**src/rtl/refresh_arbiter.sv**
```systemverilog
// Shares the DDR4 command bundle between the scheduler and a tREFI-driven refresh engine.
// Latency: zero-cycle passthrough when idle; PALL one cycle after hold_ack, REF TRP_CYC+1 cycles later.
// Backpressure: hold_req/hold_ack handshake; scheduler slots presented while busy are dropped and flagged.
module refresh_arbiter #(
    parameter int BG_WIDTH     = 2,
    parameter int BANK_WIDTH   = 2,
    parameter int COL_WIDTH    = 10,
    parameter int ROW_WIDTH    = 17,
    parameter int TREFI_CYC    = 2340,
    parameter int TRP_CYC      = 4,
    parameter int TRFC_CYC     = 105,
    parameter int MAX_POSTPONE = 8
) (
    input  logic                    clk,
    input  logic                    rst,
    input  logic                    ref_en,
    input  logic [3:0]              s_write,
    input  logic [3:0]              s_read,
    input  logic [3:0]              s_pre,
    input  logic [3:0]              s_act,
    input  logic [3:0]              s_ref,
    input  logic [3:0]              s_zq,
    input  logic [3:0]              s_nop,
    input  logic [3:0]              s_ap,
    input  logic [3:0]              s_pall,
    input  logic [3:0]              s_half_bl,
    input  logic [4*BG_WIDTH-1:0]   s_bg,
    input  logic [4*BANK_WIDTH-1:0] s_bank,
    input  logic [4*COL_WIDTH-1:0]  s_col,
    input  logic [4*ROW_WIDTH-1:0]  s_row,
    output logic                    hold_req,
    input  logic                    hold_ack,
    output logic [3:0]              ddr_write,
    output logic [3:0]              ddr_read,
    output logic [3:0]              ddr_pre,
    output logic [3:0]              ddr_act,
    output logic [3:0]              ddr_ref,
    output logic [3:0]              ddr_zq,
    output logic [3:0]              ddr_nop,
    output logic [3:0]              ddr_ap,
    output logic [3:0]              ddr_pall,
    output logic [3:0]              ddr_half_bl,
    output logic [4*BG_WIDTH-1:0]   ddr_bg,
    output logic [4*BANK_WIDTH-1:0] ddr_bank,
    output logic [4*COL_WIDTH-1:0]  ddr_col,
    output logic [4*ROW_WIDTH-1:0]  ddr_row,
    output logic [3:0]              ref_pending,
    output logic                    ref_busy,
    output logic                    err_overflow,
    output logic                    err_drop
);

    localparam int REFI_W   = $clog2(TREFI_CYC + 1);
    localparam int WAIT_MAX = (TRP_CYC > TRFC_CYC) ? TRP_CYC : TRFC_CYC;
    localparam int WAIT_W   = $clog2(WAIT_MAX + 1);

    typedef enum logic [2:0] {IDLE, HOLD, PALL, WAIT_RP, REF, WAIT_RFC} state_t;

    typedef struct packed {
        logic [3:0]              wr;
        logic [3:0]              rd;
        logic [3:0]              pre;
        logic [3:0]              act;
        logic [3:0]              rf;
        logic [3:0]              zq;
        logic [3:0]              nop;
        logic [3:0]              ap;
        logic [3:0]              pall;
        logic [3:0]              half_bl;
        logic [4*BG_WIDTH-1:0]   bg;
        logic [4*BANK_WIDTH-1:0] bank;
        logic [4*COL_WIDTH-1:0]  col;
        logic [4*ROW_WIDTH-1:0]  row;
    } cmd_bundle_t;

    state_t              state, state_nxt;
    cmd_bundle_t         s_cmd, arb_cmd, ddr_cmd;
    logic [REFI_W-1:0]   refi_cnt;
    logic [WAIT_W-1:0]   wait_cnt;
    logic                tick, at_max, ref_issue, wait_done, busy_state, s_active;

    assign tick       = ref_en && (refi_cnt == REFI_W'(TREFI_CYC - 1));
    assign at_max     = (ref_pending == 4'(MAX_POSTPONE));
    assign ref_issue  = (state == REF);
    assign wait_done  = (wait_cnt == '0);
    assign busy_state = (state == PALL) || (state == WAIT_RP) || (state == REF) || (state == WAIT_RFC);
    // Reset forces passthrough immediately so the scheduler never sees a stale refresh bundle.
    assign ref_busy   = busy_state && !rst;
    assign s_active   = |(s_write | s_read | s_pre | s_act | s_ref | s_zq | s_pall);

    always_comb begin
        s_cmd.wr      = s_write;
        s_cmd.rd      = s_read;
        s_cmd.pre     = s_pre;
        s_cmd.act     = s_act;
        s_cmd.rf      = s_ref;
        s_cmd.zq      = s_zq;
        s_cmd.nop     = s_nop;
        s_cmd.ap      = s_ap;
        s_cmd.pall    = s_pall;
        s_cmd.half_bl = s_half_bl;
        s_cmd.bg      = s_bg;
        s_cmd.bank    = s_bank;
        s_cmd.col     = s_col;
        s_cmd.row     = s_row;
    end

    always_ff @(posedge clk) begin
        if (rst) state <= IDLE;
        else     state <= state_nxt;
    end

    always_comb begin
        state_nxt   = state;
        arb_cmd     = '0;
        arb_cmd.nop = 4'b1111;
        case (state)
            IDLE:     if (ref_pending != 4'd0) state_nxt = HOLD;
            HOLD:     if (hold_ack) state_nxt = PALL;
            PALL: begin
                arb_cmd.pre  = 4'b0001;
                arb_cmd.pall = 4'b0001;
                arb_cmd.nop  = 4'b1110;
                state_nxt    = WAIT_RP;
            end
            WAIT_RP:  if (wait_done) state_nxt = REF;
            REF: begin
                arb_cmd.rf  = 4'b0001;
                arb_cmd.nop = 4'b1110;
                state_nxt   = WAIT_RFC;
            end
            // Banks stay closed across a burst, so further REFs skip the PALL.
            WAIT_RFC: if (wait_done) state_nxt = (ref_pending != 4'd0) ? REF : IDLE;
            default:  state_nxt = IDLE;
        endcase
    end

    assign ddr_cmd = ref_busy ? arb_cmd : s_cmd;

    always_ff @(posedge clk) begin
        if (rst) begin
            refi_cnt     <= '0;
            ref_pending  <= 4'd0;
            hold_req     <= 1'b0;
            wait_cnt     <= '0;
            err_overflow <= 1'b0;
            err_drop     <= 1'b0;
        end else begin
            hold_req <= (state_nxt != IDLE);
            if (ref_en) refi_cnt <= tick ? '0 : refi_cnt + 1'b1;
            // A tick coinciding with a REF cancels out.
            if (tick && !ref_issue && !at_max) ref_pending <= ref_pending + 4'd1;
            else if (ref_issue && !tick)       ref_pending <= ref_pending - 4'd1;
            if (tick && at_max)        err_overflow <= 1'b1;
            if (ref_busy && s_active)  err_drop     <= 1'b1;
            if (state == PALL)         wait_cnt <= WAIT_W'(TRP_CYC - 1);
            else if (state == REF)     wait_cnt <= WAIT_W'(TRFC_CYC - 1);
            else if (!wait_done)       wait_cnt <= wait_cnt - 1'b1;
        end
    end

    assign ddr_write   = ddr_cmd.wr;
    assign ddr_read    = ddr_cmd.rd;
    assign ddr_pre     = ddr_cmd.pre;
    assign ddr_act     = ddr_cmd.act;
    assign ddr_ref     = ddr_cmd.rf;
    assign ddr_zq      = ddr_cmd.zq;
    assign ddr_nop     = ddr_cmd.nop;
    assign ddr_ap      = ddr_cmd.ap;
    assign ddr_pall    = ddr_cmd.pall;
    assign ddr_half_bl = ddr_cmd.half_bl;
    assign ddr_bg      = ddr_cmd.bg;
    assign ddr_bank    = ddr_cmd.bank;
    assign ddr_col     = ddr_cmd.col;
    assign ddr_row     = ddr_cmd.row;

endmodule

```
**config.mk**
```make
export PLATFORM = sky130hd
export DESIGN_NAME = refresh_arbiter
export DESIGN_NICKNAME = d
export VERILOG_FILES = /design/src/rtl/refresh_arbiter.sv
export SDC_FILE = /design/constraint.sdc
export NUM_CORES = 1
export LEC_CHECK = 0
export ABC_AREA = 0
export CORE_AREA = 2 2 130 132
export DETAILED_ROUTE_END_ITERATION = 8
export DIE_AREA = 0 0 132 134
export DONT_BUFFER_PORTS = 1
export PLACE_DENSITY_LB_ADDON = 0.12
export SETUP_SLACK_MARGIN = 0.15
export SYNTH_ARGS = -nofsm -noshare
export SYNTH_HDL_FRONTEND = slang
export SYNTH_SLANG_ARGS = --single-unit
```
**constraint.sdc**
```tcl
create_clock -name clk -period 2.2 [get_ports clk]
set_input_delay 0.44 -clock clk [delete_from_list [all_inputs] [get_ports clk]]
set_output_delay 0.44 -clock clk [all_outputs]
set_load 0.005 [all_outputs]
```
## Word level (Yosys, flattened, before mapping)

Cells that the tools add are included.
Widths: inputs -> output; s select.

- Add/sub/neg operators: 4
- Equality and inequality tests: 9
- Muxes and demuxes: 16
- Bitwise logic cells: 6
- Reductions and logical operators: 23

Operators by type and width:

| kind | count |
|---|---|
| $mux 164 | 1 |
| $or 4x4->4 | 6 |
| $pmux 3 s6 | 1 |
| $mux 3 | 5 |
| $mux 7 | 2 |
| $add 12x1->12 const B | 1 |
| $eq 12x12->1 const B | 1 |
| $mux 12 | 1 |
| $mux 4 | 2 |
| $logic_and 1x1->1 | 7 |
| $logic_not 7->1 | 1 |
| $sub 7x1->7 const B | 1 |
| $eq 3x2->1 const B | 2 |
| $eq 3x3->1 const B | 2 |
| $add 4x1->4 const B | 1 |
| $eq 4x4->1 const B | 1 |
| $logic_not 1->1 | 4 |
| $reduce_bool 4->1 | 1 |
| $reduce_or 2->1 | 2 |
| $reduce_or 4->1 | 1 |
| $sub 4x1->4 const B | 1 |
| $eq 3x1->1 const B | 1 |
| $logic_not 3->1 | 1 |
| $logic_or 1x1->1 | 3 |
| other kinds (7) | 9 |

- Bits in registers: 29
- Output and inout bits: 172
- Logic and storage cells: 67

## Logic depth before layout (Yosys ltp)

- Depth in word-level cells: 8
- Mapped depth: 10
- Mapped depth without buffers: 10

## Worst setup path after synthesis

No wires, ideal clock.

- Path type: input -> register
- Start: input port ref_en
- End: register ref_pending[3]
- Setup time: 0.121 ns
- Arrival: 2.213 ns
- Slack: -0.134 ns
- Cell stages on the path: 10
- Buffers on the path: 1
- Cells stage by stage: buf_2 -> and4b_1 -> nand3_2 -> nand2b_4 -> ha_1 -> a21o_1 -> a21oi_1 -> nand3_1 -> o21a_1 -> mux2_4

- Word-level cells in the longest chain between the ends: 4
- Elaborated cells on any way between the ends: 7
- Those cells by class: mux: 1; reduce/logical: 6

Ends and longest elaborated chain:

| element | line | RTL |
|---|---|---|
| start, declared | 16 | `input logic ref_en,` |
| $logic_and 1x1->1 (*) | 82 | `assign tick = ref_en && (refi_cnt == REFI_W'(TREFI_CYC - 1));` |
| $logic_and 1x1->1 / $logic_not 1->1 (equally long branches) | 152, 153 |  |
| $logic_and 1x1->1, on equally long branches | 152, 153 |  |
| $mux 4 / $reduce_bool 2->1 (equally long branches) | -- |  |
| end signal, assigned | 152 | `if (tick && !ref_issue && !at_max) ref_pending <= ref_pending + 4'd1;` |
| end signal, assigned | 153 | `else if (ref_issue && !tick) ref_pending <= ref_pending - 4'd1;` |
| end, declared | 47 | `output logic [3:0] ref_pending,` |

Every way passes the cells marked *; elsewhere a longest branch is shown, timed or not.
A chain may end at the register's enable or synchronous reset.

## Worst setup path in the final report

- Start: register refi_cnt[1]
- End: register ref_pending[3]

- Word-level cells in the longest chain between the ends: 5
- Elaborated cells on any way between the ends: 8
- Those cells by class: eq/ne: 1; mux: 1; reduce/logical: 6

Ends and longest elaborated chain:

| element | line | RTL |
|---|---|---|
| start, declared | 78 | `logic [REFI_W-1:0] refi_cnt;` |
| start signal, assigned | 150 | `if (ref_en) refi_cnt <= tick ? '0 : refi_cnt + 1'b1;` |
| $eq 12x12->1 (*) | 82 |  |
| $logic_and 1x1->1 (*) | 82 |  |
| $logic_and 1x1->1 / $logic_not 1->1 (equally long branches) | 152, 153 |  |
| $logic_and 1x1->1, on equally long branches | 152, 153 |  |
| $mux 4 / $reduce_bool 2->1 (equally long branches) | -- |  |

Marked as above.

==> impl_metrics.yaml <==
pwr:
  cell_internal_pwr_uw: 1450
  sw_frac_of_total_pct: 27.4
  irDropWorstVdd_mv: 0.275
  p_switching_uw: 545
  power_leakage_uw: 0.00178
  p_seq_share_pct: 30.7
  pwr-share-comb_pct: 28.8
  clockPowerShare_pct: 40.4
  power.density_nw_per_um2: 472
route:
  firstDrtPassIters: 4
  wl_per_cell_um: 24.5
  viasPerCell: 4.40
  ant_nets: 0
  routed_wl_mm: 15.5
  vias: 2777
  drc: 0
  drtIter0Drc: 132
timing:
  rsz0062_at_grt: "yes"
  min_period_ns: 2.11
  worst_slew_pin_slew_ns: 0.364
  slew_viol_final: 0
  setup-tns-final_ns: 0
  max_freq_ghz: 0.473
  slew_headroom_pct: 75.5
  setup-violations-final: 0
  finClkSkew_ns: 0.00242
  setup_ws_ns: 0.0854
  hold_violations: 0
  period_share_pct: 96.1
clocking:
  tritoncts: "yes"
  clk_path_buf_depth: 2
  cts_buffers: 5
  clockRootBuffer: "clkbuf_16"
  cts_hold_buf: 0
  htreeDepth: 2
  clock_sinks: 29
  clkTransAtPathRegs_ns: 0.05
  insertion_delay_ns: 0.27
placed_design:
  io_buffer_count: 0
  dp_hpwl_mm: 12.8
  placed_cell_area_um2: 3200
  gp_congestion: 0.813
  pre_cts_slack_ns: 0.0403
setup_path:
  required_ns: 2.36
  rr_startpoint: "refi_cnt[1]"
  critPathArrivalTime_ns: 2.27
  endpoint_kind: "register"
  crit_fanout: 4
  start_kind: "register"
  critical_path_class: "register to register"
  critPathLaunch: "refi_cnt[1]"
global_routing:
  overflow: 0
  grt_use_total_pct: 15.2
  grt_pass1_wl_mm: 19.1
  antenna_found_initial: 20
  grt_pass1_vias: 2547
  grt_max_degree: 26
floorplanning:
  core_um2: 16300
  die_x_um: 132
  io_pins: 340
  start_util_pct: 16.6
  die_h_um: 134
  dieArea_um2: 17700
  rows: 47
logic_synthesis:
  synth_cell_types: 46
  synth_top_cell_by_area: "nor2b_1"
  syn_area_per_cell_um2: 7.35
  syn_inst: 368
  synthesis.nets: 541
  synth_warnings: 0
  synth.area.top_cells: "nor2b_1 (37%), dfxtp_1 (21%), xor2_1 (3.6%)"
  synth_top_area_share_pct: 36.8
  ys_seq_area_share_pct: 21.5
  async_flop_share_pct: 0
  synth_edf_count: 0
  synth_seq_cells: 29
  syn_area_um2: 2710
  ys.flop_type: "dfxtp_1"
worst_hold_path:
  hp-start: "rst"
  hold_path.class: "input pin to register"
layout:
  finish.instance_area_um2: 4220
  ff_latch_area_um2: 592
  fillers: 1761
  syn2layout_area_growth_pct: 55.9
  layout-drive-gt1-share_pct: 39.9
  nNetsFinal: 570
  final_core_util_pct: 25.9
  multiInputGateArea_um2: 2430
run:
  drv_cap: 0
status:
  outcome: "completed"
[routing by layer]
metal	global-route usage, %	share of wire [%]	up-vias	wire length (um)
met2	22.5	43	218	6710
met5	0	0.60	-	93
met1	17.7	38	1261	5870
met3	10.6	16	28	2540
met4	3.62	1.7	14	271
li1	-	-	1256	-
[power by group through the flow]
stage                     Sequential [uW]  Combinational (uW)  Clock, uW
after floorplan                       614                 415          0
after global placement                622                 540          0
after detailed placement              622                 535          0
after CTS                             611                 545        833
after global routing                  620                 632        857
final                                 612                 575        805
[cell type report]
| class | instances | area share [%] |
|---|---|---|
| flip-flops and latches | 29 | 14.0 |
| well taps | 220 | 6.52 |
| repair buffers | 47 | 16.1 |
| clock inverters | 2 | 0.889 |
| clock buffers | 6 | 3.29 |
| multi-input cells | 306 | 57.6 |
| diodes | 13 | 0.771 |
| inverters | 8 | 0.771 |
[repair_timing]
action	in CTS	in global routing
buffers inserted	3	9
hold endpoints to repair	0	0
gates cloned	2	8
pin swaps	3	4
endpoints found under the setup margin	147	103
resized for setup	29	103
[path summary, 6_finish.rpt]
path,endpoint,cells past startpoint,slack [ns]
hold / removal,refi_cnt[1],1,0.23
setup / recovery,ref_pending[3],10,0.09
hold reg to reg,wait_cnt[6],2,0.49
setup reg to reg,ref_pending[3],10,0.09
[flip-flops by register name, indices dropped and copies added, names as in the netlist]
| signal | count |
|---|---|
| wait_cnt | 7 |
| state | 3 |
| refi_cnt | 12 |
| hold_req | 1 |
| err_drop | 1 |
| err_overflow | 1 |
| ref_pending | 4 |
[stage by stage]
stage	cells	hold WS, ns	total power (uW)
4_1_cts	601	0.224	1990
3_3_place_gp	588	0.481	1160
6_report	631	0.231	1990
2_1_floorplan	368	0.457	1030
5_1_grt	622	0.226	2110
3_5_place_dp	588	0.479	1160
[cell families after synthesis]
family	count (synthesis)	synth area share [%]
AND/OR/NAND/NOR	246	55.1
buffers and inverters	33	5.04
AO/OA/AOI/OAI	30	6.94
flip-flops	29	21.5
XOR/XNOR	17	5.50
multiplexers	8	3.42
adder cells (fa/ha/maj)	5	2.59
[cells in the final DEF, fill, tap and decap left out, types with 7 or more instances in the layout]
master,synthesis,layout
nor2b_1,159,86
nor2b_4,0,40
nor2b_2,0,33
nor2_1,24,24
dfxtp_1,29,24
buf_4,1,23
nand2_1,16,15
diode_2,0,13
clkbuf_16,0,13
xor2_1,11,11
nor4_1,10,10
a21oi_1,11,9
buf_12,0,9
inv_1,8,7
nand3_1,7,7
[Yosys cell counts (all sizes together), types with 2 or more instances]
library cell	n
mux2	4
nand4	4
mux2i	4
a21oi	12
nor4	10
and3	3
nand2	16
xnor2	6
ha	4
nor2b	159
dfxtp	29
nand3	8
nor3b	2
or2	4
inv	8
o21ai	6
nor3	5
buf	11
xor2	11
nand2b	5
a21o	3
clkbuf	14
nor2	24
a22o	2
nor4b	2
[critical path, stage by stage (launching register included)]
cell and delay, ns:
dfxtp_2 0.35, ha_4 0.13, and4b_1 0.23, nand3_2 0.10
nand2b_4 0.18, ha_4 0.21, a21o_1 0.16, a21oi_2 0.14
nand3_1 0.08, o21a_1 0.12, mux2_4 0.29
(Power assumes the default switching activity.)
